--- src/rtl/pipe_hazard_ctrl.sv ---
// Hazard control for a 5-stage pipeline: EX operand forwarding, load-use
// stalls, branch flushes, a fixed-latency mult/div stall FSM and perf counters.

module phc_fwd_sel #(
    parameter int REG_AW = 5
) (
    input  logic [REG_AW-1:0] src,
    input  logic              mem_en,
    input  logic [REG_AW-1:0] mem_rd,
    input  logic              wb_en,
    input  logic [REG_AW-1:0] wb_rd,
    output logic [1:0]        sel
);
    // EX/MEM is the younger producer, so it wins over MEM/WB
    always_comb begin
        sel = 2'b00;
        if (mem_en && mem_rd != '0 && mem_rd == src)
            sel = 2'b10;
        else if (wb_en && wb_rd != '0 && wb_rd == src)
            sel = 2'b01;
    end
endmodule

module pipe_hazard_ctrl #(
    parameter int REG_AW = 5,
    parameter int CNT_W  = 16,
    parameter int MD_LAT = 4
) (
    input  logic              clk,
    input  logic              rst_n,
    input  logic              id_valid,
    input  logic [REG_AW-1:0] id_rs,
    input  logic [REG_AW-1:0] id_rt,
    input  logic              id_use_rs,
    input  logic              id_use_rt,
    input  logic              id_muldiv,
    input  logic              ex_valid,
    input  logic [REG_AW-1:0] ex_rs,
    input  logic [REG_AW-1:0] ex_rt,
    input  logic [REG_AW-1:0] ex_rd,
    input  logic              ex_regwrite,
    input  logic              ex_memread,
    input  logic              mem_valid,
    input  logic [REG_AW-1:0] mem_rd,
    input  logic              mem_regwrite,
    input  logic              mem_pcsrc,
    input  logic              wb_valid,
    input  logic [REG_AW-1:0] wb_rd,
    input  logic              wb_regwrite,
    output logic              stall_pc,
    output logic              stall_ifid,
    output logic              bubble_idex,
    output logic              flush_ifid,
    output logic              flush_idex,
    output logic              flush_exmem,
    output logic [1:0]        fwd_a,
    output logic [1:0]        fwd_b,
    output logic              md_busy,
    output logic [CNT_W-1:0]  stall_cnt,
    output logic [CNT_W-1:0]  flush_cnt
);
    localparam int NUM_OPS = 2;

    typedef enum logic {IDLE, BUSY} md_state_t;

    md_state_t                      state, state_nxt;
    logic [7:0]                     md_cnt, md_cnt_nxt;
    logic [NUM_OPS-1:0][REG_AW-1:0] op_src;
    logic [NUM_OPS-1:0][1:0]        op_sel;
    logic                           load_use, busy, stall;

    // operand 0 = A (rs), operand 1 = B (rt)
    assign op_src = {ex_rt, ex_rs};

    for (genvar g = 0; g < NUM_OPS; g++) begin : g_fwd
        phc_fwd_sel #(.REG_AW(REG_AW)) u_fwd (
            .src    (op_src[g]),
            .mem_en (mem_valid & mem_regwrite),
            .mem_rd (mem_rd),
            .wb_en  (wb_valid & wb_regwrite),
            .wb_rd  (wb_rd),
            .sel    (op_sel[g])
        );
    end

    assign load_use = ex_valid & ex_memread & ex_regwrite & (ex_rd != '0) & id_valid &
                      ((id_use_rs & (id_rs == ex_rd)) | (id_use_rt & (id_rt == ex_rd)));
    assign busy  = (state == BUSY);
    // a taken branch overrides every stall source
    assign stall = ~mem_pcsrc & (load_use | busy);

    always_comb begin
        state_nxt  = state;
        md_cnt_nxt = md_cnt;
        case (state)
            IDLE: if (id_valid && id_muldiv && !load_use && !mem_pcsrc) begin
                state_nxt  = BUSY;
                md_cnt_nxt = 8'(MD_LAT - 1);
            end
            BUSY: if (mem_pcsrc || md_cnt == 8'd0) begin
                state_nxt  = IDLE;
                md_cnt_nxt = 8'd0;
            end else begin
                md_cnt_nxt = md_cnt - 8'd1;
            end
            default: begin
                state_nxt  = IDLE;
                md_cnt_nxt = 8'd0;
            end
        endcase
    end

    always_ff @(posedge clk or negedge rst_n) begin
        if (!rst_n) begin
            state     <= IDLE;
            md_cnt    <= 8'd0;
            stall_cnt <= '0;
            flush_cnt <= '0;
        end else begin
            state  <= state_nxt;
            md_cnt <= md_cnt_nxt;
            if (stall && stall_cnt != '1)
                stall_cnt <= stall_cnt + 1'b1;
            if (mem_pcsrc && flush_cnt != '1)
                flush_cnt <= flush_cnt + 1'b1;
        end
    end

    // combinational outputs are forced low while reset is asserted
    assign stall_pc    = rst_n & stall;
    assign stall_ifid  = rst_n & stall;
    assign bubble_idex = rst_n & stall;
    assign flush_ifid  = rst_n & mem_pcsrc;
    assign flush_idex  = rst_n & mem_pcsrc;
    assign flush_exmem = rst_n & mem_pcsrc;
    assign md_busy     = rst_n & busy;
    assign fwd_a       = rst_n ? op_sel[0] : 2'b00;
    assign fwd_b       = rst_n ? op_sel[1] : 2'b00;
endmodule

--- config.mk ---
export PLATFORM = sky130hd
export DESIGN_NAME = pipe_hazard_ctrl
export DESIGN_NICKNAME = d
export VERILOG_FILES = /design/src/rtl/pipe_hazard_ctrl.sv
export SDC_FILE = /design/constraint.sdc
export NUM_CORES = 1
export LEC_CHECK = 0
export BUFFER_PORTS_ARGS = -buffer_cell sky130_fd_sc_hd__buf_2
export CORE_MARGIN = 2
export CORE_UTILIZATION = 53
export CTS_CLUSTER_SIZE = 20
export DETAILED_ROUTE_END_ITERATION = 7
export PLACE_DENSITY = 0.93
export SYNTH_ARGS = -nofsm -noshare
export SYNTH_HDL_FRONTEND = slang
export SYNTH_SLANG_ARGS = --single-unit
--- constraint.sdc ---
create_clock -name clk -period 6.1 [get_ports clk]
set_clock_uncertainty 0.2 [all_clocks]
set_input_delay 0 -clock clk [delete_from_list [all_inputs] [get_ports clk]]
set_output_delay 0 -clock clk [all_outputs]
set_load 0.01 [all_outputs]
# Word level (Yosys, flattened, before mapping)
# Index checks and enable logic that the tools add are counted.
[word_totals]
register_bits = 41
latch_bits = 0
ram_bits = 0
romBits = 0
inputBits = 49
out_inout_bits = 43
wordCells = 63
n_memories = 0
[op_classes]
add_sub_neg = 3
multipliers = 0
div_mod_pow = 0
magnitude_cmp = 0
n_eq_ne = 9
shifts = 0
mux = 12
n_bitwise = 17
reduce_logical = 18
[op_table]
columns = ["cell", "n"]
rows = [
  ["adder 16 x 1 -> 16 bit (second input constant)", 2],
  ["!= test 16 bit (second input constant)", 2],
  ["equality test 5 bit", 6],
  ["2-to-1 mux 8 bit", 2],
  ["case mux 8 bit (2 select lines)", 1],
  ["nonzero test 5 bit", 3],
  ["AND 1 bit", 13],
  ["logical AND 1 bit", 11],
  ["zero test 8 bit", 1],
  ["2-to-1 mux 2 bit", 4],
  ["subtractor 8 x 1 -> 8 bit (second input constant)", 1],
  ["2-to-1 mux 1 bit", 4],
  ["zero test 1 bit", 2],
  ["!= test 2 bit (second input constant)", 1],
  ["inverter 1 bit", 2],
  ["bitwise OR 1 bit", 2],
  ["case mux 1 bit (2 select lines)", 1],
  ["logical OR 1 bit", 1],
]

# Depth between registers and ports, before layout
[depth]
ltp_word = 10
mapped_depth = 7
depth_no_buf = 7

# By module
# A second synthesis with hierarchy kept.
[hier_totals]
cells_unflattened = 270
hier_area_um2 = 2572.5
[modules_own_cells]
columns = ["mod", "n_inst", "cells_each", "area_per_inst_um2", "seq_area_each_um2"]
rows = [
  ["pipe_hazard_ctrl", 1, 230, 2269.7, 1026.0],
  ["phc_fwd_sel", 2, 20, 151.4, 0.0],
]

# Least setup slack after synthesis
# Ideal clock, no wire load.
[synth_path]
path_type = "register to register"
startpoint = "register stall_cnt[0]"
endpoint = "register stall_cnt[11]"
setup_ns = 0.079
arrival_time_ns = 1.741
required_time_ns = 5.821
slack_ns = 4.079
stages_incl_launch_ff = 8
n_path_buf = 1
period_less_slack_ns = 2.021
cell_sequence = "dfrtp_1 ha_1 nand3_1 nor4_2 or3b_1 buf_2 nor4_1 xor2_1"
[synth_between]
elab_chain_cells = 2
elab_cells_between_ends = 3
classes_between = "add/sub (1); eq/ne (1); reduce/logical (1)"
[synth_rtl]
columns = ["item", "line", "source"]
rows = [
  ["start, declared", "59", "output logic [CNT_W-1:0] stall_cnt,"],
  ["start signal, assigned", "123", "stall_cnt <= stall_cnt + 1'b1;"],
  ["parallel branches: the longest is 2 deep, another holds adder 16 x 1 -> 16 bit", "-", ""],
]
# Parallel ways; which one is timed is not known.
# A chain may end at the register's enable or synchronous reset.

# Worst setup path after layout
[layout_path]
startpoint = "input rst_n"
endpoint = "output fwd_b[0]"
[layout_between]
elab_chain_cells = 1
[layout_rtl]
columns = ["item", "line", "source"]
rows = [
  ["start, declared", "30", "input logic rst_n,"],
  ["2-to-1 mux 2 bit", "138", "assign fwd_b = rst_n ? op_sel[1] : 2'b00;"],
  ["end, declared", "57", "output logic [1:0] fwd_b,"],
]
# No other way between the ends.

==> reports/metrics.json <==
{
  "post-dp-hpwl_um": 4568,
  "grt_pass1_vias": 2192,
  "drt_iter0_drc": 119,
  "finalMaxSlewViolations": 0,
  "placedCellCount": 385,
  "path_clk_slew_ps": 80,
  "cp.arrival_ps": 2260,
  "detail_route.drc_violations": 0,
  "grt_overflow": 0,
  "timing.setup.tns_ps": 0,
  "synth_ff_type": "sky130_fd_sc_hd__dfrtp_1",
  "p_seq_frac": 0.445,
  "mappedNetlistArea_um2": 2472,
  "setup.worst_path.end_class": "primary output",
  "globalRouteTotalUtil": 0.2459,
  "power_switching_share": 0.3499,
  "clock_tree_root_driver_cell": "sky130_fd_sc_hd__clkbuf_8",
  "clock_power_share": 0.240,
  "via_count": 2214,
  "total_leakage_power_nw": 1.520,
  "portBuffers": 91,
  "seq_area_frac_synth": 0.4150,
  "h-tree-depth": 2,
  "floorplan.initialDensity": 0.5601,
  "cts_post_setup_buffers_inserted": 0,
  "dieWidth_um": 72.30,
  "worstPathRequired_ps": 5900,
  "utilization": 0.6970,
  "post_synth_num_cell_types": 42,
  "status": "complete, no violations",
  "syn-instance-count": 250,
  "placementRows": 24,
  "synth.avg_cell_area_um2": 9.889,
  "period_minus_slack_ps": 2461,
  "final_cells": 395,
  "gp_congestion": 0.9721,
  "drt_wl_total_um": 5973,
  "start_kind": "input pin",
  "worstSkewPairLatency_ps": 300,
  "finalHoldViolCount": 0,
  "post_drt_via_cell_ratio": 5.605,
  "ant_nets": 0,
  "floorplan.die.height_um": 72.30,
  "drtPass1Iterations": 4,
  "p_per_area_nw_per_um2": 288.2,
  "die-area_um2": 5227,
  "clock_sink_count": 41,
  "min_path_type": "input pin to flip-flop",
  "cts_buffers": 5,
  "area_growth_pct": 24.44,
  "finalNetCount": 396,
  "post_cts_resized": 0,
  "synthesis.nets": 303,
  "tightestPinTransition_ps": 846.8,
  "grt_start_max_net_pins": 48,
  "timing.setup.critical_path_class": "input pin to primary output",
  "max_cap_violations": 0,
  "number_of_antenna_repair_diodes": 0,
  "rsz0062_at_grt": "false",
  "yosys_warnings": 0,
  "pin_count": 92,
  "worst_ir_drop_vdd_mv": 0.1331,
  "cts-root-to-sink-buffers": 2,
  "async_reset_ff_frac": 1.000,
  "power.switching_w": 0.0003103,
  "placedInstanceArea_um2": 2943,
  "ys_seq_elements": 41,
  "avgRoutedWirePerCell_um": 15.12,
  "power.internal_w": 0.0005764,
  "synth-edff-count": 0,
  "crit_fanout": 47,
  "timing.final.crit_share": 0.4034,
  "finalPower_w": 0.0008867,
  "global_route_wire_length_before_repair_um": 9970,
  "final-setup-viol-count": 0,
  "design_area_um2": 3077,
  "max_freq_mhz": 406.4,
  "floorplan.core_area_um2": 4414,
  "drive_above_1_share": 0.3207,
  "combinationalPowerShare": 0.315,
  "antenna_found_initial": 0,
  "slew_headroom": 0.4354,
  "tritoncts": "done"
}
## logic make-up (layout without fill, tap and decap cells)
family          after synthesis  in the layout  share of synthesized area
mux                           2              2                   0.009109
compound gates               22             22                    0.06782
xor+xnor                     63             63                     0.2232
simple gates                100            100                     0.2277
fa+ha+maj                     4              4                    0.02024
buf+inv                      18            111                    0.03694
flops                        41             41                     0.4150
## sequential cells by signal, summed over array words and instances, names as in the netlist
name	count
flush_cnt	16
md_cnt	8
stall_cnt	16
busy	1
## critical path, cell delays in order
cell and delay (ps):
sky130_fd_sc_hd__dlygate4sd3_1 530, sky130_fd_sc_hd__buf_2 100, sky130_fd_sc_hd__buf_4 450, sky130_fd_sc_hd__o2111ai_1 220, sky130_fd_sc_hd__or4_1 570, sky130_fd_sc_hd__nor4_1 180
sky130_fd_sc_hd__buf_2 180
## cell usage in the layout (no fill, tap or decap), types with 2 or more instances in the layout
cell type and n:
sky130_fd_sc_hd__and2_1 4, sky130_fd_sc_hd__dfrtp_1 41, sky130_fd_sc_hd__nor4_2 3, sky130_fd_sc_hd__mux2_2 2, sky130_fd_sc_hd__or4_1 4, sky130_fd_sc_hd__a21oi_1 3, sky130_fd_sc_hd__nand2_1 14, sky130_fd_sc_hd__o22a_1 2
sky130_fd_sc_hd__xor2_1 30, sky130_fd_sc_hd__nand4_1 10, sky130_fd_sc_hd__and3_1 7, sky130_fd_sc_hd__o2bb2ai_1 2, sky130_fd_sc_hd__dlygate4sd3_1 3, sky130_fd_sc_hd__nor4_1 12, sky130_fd_sc_hd__clkbuf_8 5, sky130_fd_sc_hd__o21ai_0 3
sky130_fd_sc_hd__nor3_1 10, sky130_fd_sc_hd__buf_2 91, sky130_fd_sc_hd__nand3_1 17, sky130_fd_sc_hd__inv_1 9, sky130_fd_sc_hd__ha_1 4, sky130_fd_sc_hd__nor2_1 13, sky130_fd_sc_hd__xnor2_1 33
## timing repair
| action | CTS | global route |
|---|---|---|
| setup endpoints to repair | 0 | 0 |
| hold buffers | 3 | 0 |
| endpoints found under the hold margin | 43 | 0 |
## power groups by stage
| stage | clock network [W] | registers, W | logic, W |
|---|---|---|---|
| 4_1_cts | 0.000216 | 0.000393 | 0.000282 |
| 5_1_grt | 0.000226 | 0.000404 | 0.000312 |
| 3_5_place_dp | 0 | 0.000397 | 0.000276 |
| 2_1_floorplan | 0 | 0.000400 | 0.000162 |
| 3_3_place_gp | 0 | 0.000392 | 0.000261 |
| 6_report | 0.000213 | 0.000394 | 0.000279 |
## final cells by class
class                           instances  area, um2
Clock inverter                          2      35.03
Timing Repair Buffer                   95      493.0
Sequential cell                        41       1026
Tap cell                               52      65.06
Multi-Input combinational cell        191       1355
Inverter                                9      33.78
Fill cell                             333       1338
Clock buffer                            5      68.82
## path summary, 6_finish.rpt
check	startpoint	slack [ps]	depth (start not counted)	endpoint
worst max-delay path	rst_n	3640	7	fwd_b[0]
worst min-delay path	id_use_rt	80	6	busy
worst max register to register	stall_cnt[4]	3920	5	stall_cnt[11]
worst min register to register	stall_cnt[15]	290	1	stall_cnt[15]
max in group asynchronous	rst_n	5180	3	md_cnt[4]
min in group asynchronous	rst_n	130	3	flush_cnt[5]
## per-stage QoR
step / setup WS [ps] / hold WS, ps
finish: 3639 / 84.76
global route: 3449 / 157.0
CTS: 3608 / 75.94
detailed placement: 3939 / -86.11
global placement: 4074 / -99.31
floorplan: 4079 / -495.6
## cell usage after synthesis (all sizes together) (3+ instances only)
cell type,count,share of area
and2,4,0.010
xor2,30,0.11
nand3,17,0.034
and3,7,0.018
a21oi,4,0.0096
buf,6,0.019
dfrtp,41,0.41
nand4,10,0.025
o21ai,3,0.0061
nor3,10,0.020
xnor2,33,0.12
nor4,15,0.046
or4,4,0.012
ha,4,0.020
clkbuf,3,0.0046
nor2,14,0.022
inv,9,0.014
nand2,15,0.024
## metal layers
layer  track usage  routed length (um)  part of all wire
met1        0.2864                2400              0.40
met2        0.4526                3189              0.53
met3       0.03611                 288             0.048
met4       0.09434                  94             0.016
met5             0                   0                 0
No activity file was read; power rests on OpenSTA's default activity.
